<file path="config.mk">
export PLATFORM = sky130hd
export DESIGN_NAME = serdes_serializer
export DESIGN_NICKNAME = d
export VERILOG_FILES = /design/src/rtl/serdes_pkg.sv /design/src/rtl/serdes_serializer_control.sv /design/src/rtl/serdes_serializer.sv
export SDC_FILE = /design/constraint.sdc
export NUM_CORES = 1
export LEC_CHECK = 0
export ABC_AREA = 1
export CAP_MARGIN = 20
export CORE_ASPECT_RATIO = 1.2
export CORE_MARGIN = 2
export CORE_UTILIZATION = 45
export DETAILED_ROUTE_END_ITERATION = 7
export PLACE_DENSITY_LB_ADDON = 0.2
export SETUP_SLACK_MARGIN = 0.05
export SLEW_MARGIN = 20
export SYNTH_ARGS = -nofsm -noshare
export SYNTH_HDL_FRONTEND = slang
export SYNTH_SLANG_ARGS = --single-unit
</file>
<file path="constraint.sdc">
create_clock -name clk -period 1.6 [get_ports clk]
set_clock_uncertainty 0.2 [all_clocks]
set_input_delay 0.16 -clock clk [delete_from_list [all_inputs] [get_ports clk]]
set_output_delay 0.16 -clock clk [all_outputs]
set_load 0.01 [all_outputs]
</file>
<file path="src/rtl/serdes_pkg.sv">
// Shared types and helpers for the serdes serializer/deserializer path.
package serdes_pkg;

    typedef enum logic {
        IDLE = 1'b0,
        SEND = 1'b1
    } state_t;

    // A one-word frame still needs a legal, non-zero vector width.
    function automatic int count_width(input int n_samples);
        return (n_samples > 1) ? $clog2(n_samples) : 1;
    endfunction

endpackage

</file>
<file path="src/rtl/serdes_serializer_control.sv">
// Handshake FSM and word index for the serializer.
// Accepts a frame in IDLE and walks the word index in SEND.
module serdes_serializer_control
    import serdes_pkg::*;
#(
    parameter int N_SAMPLES = 8,
    parameter int COUNT_W   = count_width(N_SAMPLES)
) (
    input  logic               clk,
    input  logic               reset,
    input  logic               recv_val,
    input  logic               send_rdy,
    output logic               recv_rdy,
    output logic               send_val,
    output logic               load,
    output logic [COUNT_W-1:0] count
);

    localparam logic [COUNT_W-1:0] LAST = COUNT_W'(N_SAMPLES - 1);

    state_t state;

    // recv_rdy is itself a flop, so load reaches only the buffer enable.
    assign load = recv_val && recv_rdy;

    // NOTE: sequential state uses non-blocking assignments so every flop
    // samples pre-edge values regardless of statement order.
    always_ff @(posedge clk or negedge reset) begin
        if (!reset) begin
            state    <= IDLE;
            count    <= '0;
            recv_rdy <= 1'b1;
            send_val <= 1'b0;
        end else begin
            case (state)
                IDLE: begin
                    if (recv_val) begin
                        state    <= SEND;
                        count    <= '0;
                        recv_rdy <= 1'b0;
                        send_val <= 1'b1;
                    end
                end
                SEND: begin
                    if (send_rdy) begin
                        if (count == LAST) begin
                            state    <= IDLE;
                            count    <= '0;
                            recv_rdy <= 1'b1;
                            send_val <= 1'b0;
                        end else begin
                            count <= count + 1'b1;
                        end
                    end
                end
                default: begin
                    state    <= IDLE;
                    count    <= '0;
                    recv_rdy <= 1'b1;
                    send_val <= 1'b0;
                end
            endcase
        end
    end

endmodule

</file>
<file path="src/rtl/serdes_serializer.sv">
// Parallel-to-serial converter: captures one frame of N_SAMPLES words and
// emits them index 0 first over a val/rdy stream.
module serdes_serializer
    import serdes_pkg::*;
#(
    parameter int N_SAMPLES = 8,
    parameter int BIT_WIDTH = 32
) (
    input  logic                 clk,
    input  logic                 reset,
    input  logic                 recv_val,
    output logic                 recv_rdy,
    input  logic [BIT_WIDTH-1:0] recv_msg [N_SAMPLES],
    output logic                 send_val,
    input  logic                 send_rdy,
    output logic [BIT_WIDTH-1:0] send_msg
);

    localparam int COUNT_W = count_width(N_SAMPLES);

    generate
        if (N_SAMPLES == 1) begin : g_bypass
            // A single-word frame needs no storage; the handshake passes straight through.
            assign recv_rdy = send_rdy;
            assign send_val = recv_val;
            assign send_msg = recv_msg[0];

            logic unused_clk_reset;
            assign unused_clk_reset = clk ^ reset;
        end else begin : g_serial
            logic                 load;
            logic [COUNT_W-1:0]   count;
            logic [BIT_WIDTH-1:0] buffer [N_SAMPLES];

            serdes_serializer_control #(
                .N_SAMPLES (N_SAMPLES),
                .COUNT_W   (COUNT_W)
            ) u_ctrl (
                .clk      (clk),
                .reset    (reset),
                .recv_val (recv_val),
                .send_rdy (send_rdy),
                .recv_rdy (recv_rdy),
                .send_val (send_val),
                .load     (load),
                .count    (count)
            );

            // NOTE: the frame buffer is a small register array, not a RAM,
            // so it takes the async clear and send_msg reads 0 during reset.
            always_ff @(posedge clk or negedge reset) begin
                if (!reset) begin
                    for (int i = 0; i < N_SAMPLES; i++) buffer[i] <= '0;
                end else if (load) begin
                    for (int i = 0; i < N_SAMPLES; i++) buffer[i] <= recv_msg[i];
                end
            end

            // count rests at 0 in IDLE, so idle output is buffer[0].
            assign send_msg = buffer[count];
        end
    endgenerate

endmodule

</file>
==> results.md, run 1 <==
* Fmax at 384 MHz
* Tcrit/Tclk final at 163%
* WL/cell at 24.2 µm
* Layout cells sized above 1 at 42.0%
* WL final at 65.0 mm
* Max-cap violation count at 0
* Worst EP arrival at 2250 ps
* First-pass GRT wire length at 77.6 mm
* CTS Sinks at 262
* FF+latch count, synth at 262
* PortBufs at 293
* Cell Pwr Density at 2030 mW/mm²
* GR Util All Layers at 33.7%
* Maximum fanout along the worst path at 7
* Largest cells by area after synthesis: dfrtp_1 (52%), nand2_1 (13%), a21oi_1 (10%)
* Max rail drop VDD at 1190 µV
* Cells after Synth at 1,703
* WS Path Type: reg2out
* Synth Cell Area at 0.0127 mm²
* Worst setup SP type: flop
* Min Tclk post-route at 2610 ps
* Status: finished, violations left
* Cell mode on critical path: nand2_1
* Routability cong. at 0.921
* DIE AREA at 0.0295 mm²
* Post-route ant nets at 0
* Filler instances at 1,176
* I/O pins at 294
* Total number of vias at 15,500
* Core ar. at 0.0278 mm²
* RSZ-0062 raised after global routing: yes
* Area after DPL at 0.0171 mm²
* Crit path capture type: output port
* Slew HR at 23.5%
* H-tree levels at 1
* CTS clk-pin slew, worst paths at 70 ps
* Longest Clk Path Bufs at 3
* Critical path startpoint: g_serial.u_ctrl.count[0]
* Final Hold Fails at 0
* Antenna violations before repair at 3
* Placed insts at 2,434
* Design area at 0.0248 mm²
* Mapped Nets at 1,965
* Setup ws final at -1010 ps
* Die span in y at 188 µm
* Most frequent cells in the layout: nand2_1 (332), inv_1 (259), dfrtp_1 (259)
* Final Net Count at 2,542
* Failing checks: setup timing
* Pin count of the biggest net entering global routing at 59
* Worst-Skew Late Latency at 560 ps
* Reg-to-Reg Start: g_serial.u_ctrl.count[0]
* # setup viols final at 295
* Slew Limit Fails at 0
* Lkg Pwr at 11.5 nW
* Critical-path cell list: buf_12 -> inv_8 -> buf_8 -> buf_16 -> buf_4 -> nand2_1 -> nand3_1 -> nand2_1 -> nand2_1 -> nand2_1 -> buf_2
* Drc violations at 0
* Dpl hpwl at 27.6 mm
* Leading cell type in the layout, fill and taps excluded: nand2_1
* Type of the worst min-delay path: in2reg
* Starting Density at 45.5%
* CTS root buffer: clkbuf_16
* Overall Power at 0.0503 W
* Min-delay src: recv_msg[127]
* Average vias per placed instance at 5.77
* YS warnings at 0
* Vias in the first global route at 14,700
* Starting DRT DRC Count at 1,370
* Worst Max-Slew Pin Slew at 1150 ps
* Drt pass-1 iters at 6
* # rows at 67
* Yosys cell types at 17
* P&R area growth vs syn at 96.1%
* Num CTS Buffers at 28
* Sequential cell area at 0.00657 mm²
* GRT overflow at 0
* Mapped Avg Cell Area at 7.43 µm²
* Area fraction of the dominant cell type after synthesis at 51.6%
* Area of the multi-input gates at 0.00787 mm²
* Die Wd at 157 µm
* Required @ worst endpoint at 1240 ps
* Fin cells at 2,682
* CTS tree: yes
* Seq/Total Area, Yosys at 51.8%
* Synth area leader: dfrtp_1
* Slowest CP cell: dfrtp_4
* CP peak stage delay at 520 ps
## cell type report
cell class | instances | share of cell area (%)
multi-input combinational | 1083 | 31.7
sequential | 262 | 26.4
timing repair buffer | 643 | 32.2
tap | 379 | 1.91
antenna | 3 | 0.0302
timing repair inverter | 1 | 0.0453
clock inverter | 9 | 0.453
clock buffer | 41 | 3.26
inverter | 261 | 4.00
## through the flow
stage | setup slack [ps] | util (%) | hold slack [ps] | TNS (ps)
6_report | -1010 | 89.2 | 13.6 | -62370
5_1_grt | -1020 | 89.2 | 21.0 | -68850
4_1_cts | -839 | 77.2 | 0.248 | -47500
3_5_place_dp | -559 | 61.3 | -128 | -86280
3_3_place_gp | -564 | 61.3 | -128 | -80980
2_1_floorplan | 165 | - | -336 | 0
## repair_timing
action / CTS / global route
pin swaps: 74 / 96
hold endpoints to repair: 313 / 0
gates cloned: 55 / 34
resized for setup: 478 / 674
setup buffers: 50 / 14
endpoints found under the setup margin: 277 / 390
hold buffers: 53 / 0
## logic make-up after synthesis
logic type | after synthesis | synth area share [%]
DFF | 262 | 51.8
adders and majority gates | 2 | 0.198
AOI/OAI and AO/OA | 261 | 10.3
and+or+nand+nor | 812 | 25.4
buffers and inverters | 366 | 12.3
## synth_stat cells
master / count
buf_1: 5
inv_2: 1
nor2_1: 257
ha_1: 2
nand2_1: 423
inv_1: 260
a21oi_1: 256
o211ai_1: 1
buf_4: 2
buf_2: 79
dfrtp_1: 261
clkbuf_1: 9
dfstp_2: 1
nand2_2: 1
buf_6: 10
nand3_1: 131
o21ai_0: 4
## layer usage
metal	wire length, µm	track usage, %
met1	22200	43.4
met2	31600	56.7
met3	5790	4.55
met4	5290	15.0
met5	0	0
## worst max-delay path: cells and delay by family (launching register included)
family / cells / cell delay, ps
buf+inv: 6 / 750
flops: 1 / 520
simple gates: 5 / 420
## where the power goes
| group | switching [W] | internal (W) | total, W |
|---|---|---|---|
| sequential | 0.00118 | 0.00976 | 0.0109 |
| combinational | 0.0179 | 0.0148 | 0.0326 |
| clock | 0.00294 | 0.00383 | 0.00677 |
| total | 0.0220 | 0.0283 | 0.0503 |
## worst paths after layout
kind / end / slack [ps] / depth (start not counted)
setup / recovery: send_msg[29] / -1010 / 11
hold / removal: g_serial.buffer[127] / 10 / 3
setup reg to reg: g_serial.u_ctrl.recv_rdy / -650 / 11
hold reg to reg: g_serial.buffer[184] / 320 / 2
max in group asynchronous: g_serial.buffer[115] / 130 / 4
min in group asynchronous: g_serial.buffer[65] / 400 / 3
## sequential cells by signal, summed over array words and instances (netlist names)
name and flops:
g_serial.u_ctrl.state 1, g_serial.u_ctrl.recv_rdy 1, g_serial.u_ctrl.count 3, g_serial.buffer 256, g_serial.u_ctrl.send_val 1
Note: power is estimated with default switching activity, not from simulation.
==> inputs of run 2 (changes only) <==
--- a/config.mk
+++ b/config.mk
@@ -12,7 +12,7 @@
 export CORE_UTILIZATION = 45
 export DETAILED_ROUTE_END_ITERATION = 7
 export PLACE_DENSITY_LB_ADDON = 0.2
-export SETUP_SLACK_MARGIN = 0.05
+export SETUP_SLACK_MARGIN = 0.02
 export SLEW_MARGIN = 20
 export SYNTH_ARGS = -nofsm -noshare
 export SYNTH_HDL_FRONTEND = slang
==> run 2 against run 1 <==
  * The run ends with hold timing, setup timing left
  * Maximum frequency rose by 1.9%
  * Final cell count fell by 0.56%
  * Cell area fell by 0.42%
  * Largest power group unchanged
  * Register-to-register slack barely moved
==> results.md, run 2 (synthesized netlist as in run 1, its figures left out) <==
* Vias in the first global route at 15,000 (was 14,700)
* Hold WS at -2.82 ps (was 13.6 ps)
* Dpl hpwl at 27.6 mm (unchanged)
* Largest regs: g_serial.buffer x256, g_serial.u_ctrl.count x3 (unchanged)
* H-tree levels at 1 (unchanged)
* CTS root buffer: clkbuf_16 (unchanged)
* Critical path startpoint: g_serial.u_ctrl.count[0] (unchanged)
* Drc violations at 0 (unchanged)
* CTS tree: yes (unchanged)
* Worst R2R Setup Slack at -650 ps (about the same)
* CTS Sinks at 262 (unchanged)
* Worst EP arrival at 2200 ps (was 2250 ps)
* Pre-CTS setup slack at -559 ps (unchanged)
* Slew HR at 42.9% (was 23.5%)
* Required @ worst endpoint at 1240 ps (about the same)
* Lkg Pwr at 11.6 nW (was 11.5 nW)
* Starting Density at 45.5% (unchanged)
* Cell Pwr Density at 2070 mW/mm² (was 2030 mW/mm²)
* Final Net Count at 2,526 (was 2,542)
* First-pass GRT wire length at 79.8 mm (was 77.6 mm)
* Die span in y at 188 µm (unchanged)
* Drt pass-1 iters at 5 (was 6)
* # setup viols final at 293 (was 295)
* Routability cong. at 0.921 (unchanged)
* Min Tclk post-route at 2560 ps (was 2610 ps)
* Slowest CP cell: dfrtp_4 (unchanged)
* Worst setup SP type: flop (unchanged)
* Filler instances at 1,139 (was 1,176)
* P&R area growth vs syn at 95.3% (was 96.1%)
* WL final at 66.5 mm (was 65.0 mm)
* DIE AREA at 0.0295 mm² (unchanged)
* Num CTS Buffers at 28 (unchanged)
* Leading cell type in the layout, fill and taps excluded: nand2_1 (unchanged)
* Fmax at 391 MHz (was 384 MHz)
* Final Hold Fails at 1 (was 0)
* Worst-Skew Late Latency at 570 ps (was 560 ps)
* Reg-to-Reg Start: g_serial.u_ctrl.count[0] (unchanged)
* WS Path Type: reg2out (unchanged)
* Antenna violations before repair at 3 (unchanged)
* Starting DRT DRC Count at 1,438 (was 1,370)
* Crit path capture type: output port (unchanged)
* I/O pins at 294 (unchanged)
* TNS Setup at -67,470 ps (was -62,370 ps)
* Worst Max-Slew Pin Slew at 857 ps (was 1150 ps)
* Slew Limit Fails at 0 (unchanged)
* GR Util All Layers at 34.8% (was 33.7%)
* Die Wd at 157 µm (unchanged)
* Post-route ant nets at 0 (unchanged)
* Longest Clk Path Bufs at 3 (unchanged)
* Layout cells sized above 1 at 42.8% (was 42.0%)
* CP delay by family, top: buffers and inverters (unchanged)
* # rows at 67 (unchanged)
* Failing checks: hold timing, setup timing (was setup timing)
* Status: finished, violations left (unchanged)
* Pin count of the biggest net entering global routing at 59 (unchanged)
* PortBufs at 293 (unchanged)
* Tcrit/Tclk final at 160% (was 163%)
* Biggest register: g_serial.buffer (unchanged)
* Placed insts at 2,434 (unchanged)
* Most frequent cells in the layout: nand2_1 (328), inv_1 (259), dfrtp_1 (259) (was nand2_1 (332), inv_1 (259), dfrtp_1 (259))
* Max-cap violation count at 0 (unchanged)
* Critical-path cell list: buf_12 -> inv_8 -> buf_8 -> buf_16 -> buf_6 -> nand2_1 -> nand3_1 -> nand2_1 -> nand2_2 -> nand2_2 -> buf_6 (was buf_12 -> inv_8 -> buf_8 -> buf_16 -> buf_4 -> nand2_1 -> nand3_1 -> nand2_1 -> nand2_1 -> nand2_1 -> buf_2)
* Average vias per placed instance at 5.84 (was 5.77)
* Max rail drop VDD at 1220 µV (was 1190 µV)
* Type of the worst min-delay path: in2reg (unchanged)
* GRT overflow at 0 (unchanged)
* Area of the multi-input gates at 0.00785 mm² (was 0.00787 mm²)
* Core ar. at 0.0278 mm² (unchanged)
* CTS clk-pin slew, worst paths at 60 ps (was 70 ps)
* Sequential cell area at 0.00657 mm² (unchanged)
* Max reg flops at 256 (unchanged)
* Setup ws final at -958 ps (was -1010 ps)
* WP buf/inv at 6 (unchanged)
* CP peak stage delay at 520 ps (about the same)
* Total number of vias at 15,600 (was 15,500)
* WL/cell at 24.9 µm (was 24.2 µm)
* RSZ-0062 raised after global routing: yes (unchanged)
* Fin cells at 2,667 (was 2,682)
* Min-delay src: recv_msg[185] (was recv_msg[127])
* Maximum fanout along the worst path at 7 (unchanged)
[run 2: layout make-up]
cell class | instances | area share, %
timing repair buffer | 630 | 31.9
multi-input combinational | 1080 | 31.8
sequential | 262 | 26.5
inverter | 261 | 4.01
clock buffer | 41 | 3.27
tap | 379 | 1.92
clock inverter | 9 | 0.455
timing repair inverter | 1 | 0.0455
antenna | 4 | 0.0405
[run 2: final timing paths]
path                                       endpoint  cells after the start
max                                     send_msg[3]                     11
max reg2reg                g_serial.u_ctrl.count[1]                     10
min in group asynchronous       g_serial.buffer[90]                      3
max in group asynchronous      g_serial.buffer[154]                      4
min reg2reg                    g_serial.buffer[188]                      2
min                            g_serial.buffer[185]                      3
[run 2: worst reg2reg max path, cell delays in order (launching register included)]
cell,delay [ps]
dfrtp_4,520
buf_12,170
buf_4,140
buf_12,150
buf_4,140
ha_2,180
ha_1,210
nor2_2,130
buf_4,140
nand3_1,90
o21ai_0,100
[run 2: report_power, final]
part / switching, W / internal, W / total (W) / leakage [nW]
registers: 0.00120 / 0.00976 / 0.0110 / 2.85
clock network: 0.00295 / 0.00383 / 0.00678 / 0.452
logic: 0.0183 / 0.0151 / 0.0334 / 8.25
total: 0.0225 / 0.0287 / 0.0511 / 11.6
[run 2: per-layer routing]
| layer | share of wire (%) | vias up | global-route usage [%] |
|---|---|---|---|
| li1 | - | 6353 | - |
| met3 | 9.7 | 441 | 5.38 |
| met2 | 48 | 1183 | 58.6 |
| met1 | 34 | 7609 | 43.2 |
| met5 | 0 | - | 0 |
| met4 | 8.8 | 0 | 17.7 |
[run 2: stage by stage]
step | util, % | area, µm² | total power [W]
CTS | 78.6 | 21900 | 0.0432
floorplan | - | 12700 | 0.0206
detailed placement | 61.3 | 17100 | 0.0291
global route | 88.8 | 24700 | 0.0528
finish | 88.8 | 24700 | 0.0511
global placement | 61.3 | 17100 | 0.0287
[run 2: what timing repair did]
| item | CTS | global route |
|---|---|---|
| resized for setup | 539 | 605 |
| hold buffers | 42 | 0 |
| gates cloned | 57 | 33 |
| pin swaps | 101 | 169 |
| setup endpoints to repair | 235 | 302 |
| setup buffers | 58 | 3 |
| endpoints found under the hold margin | 302 | 0 |
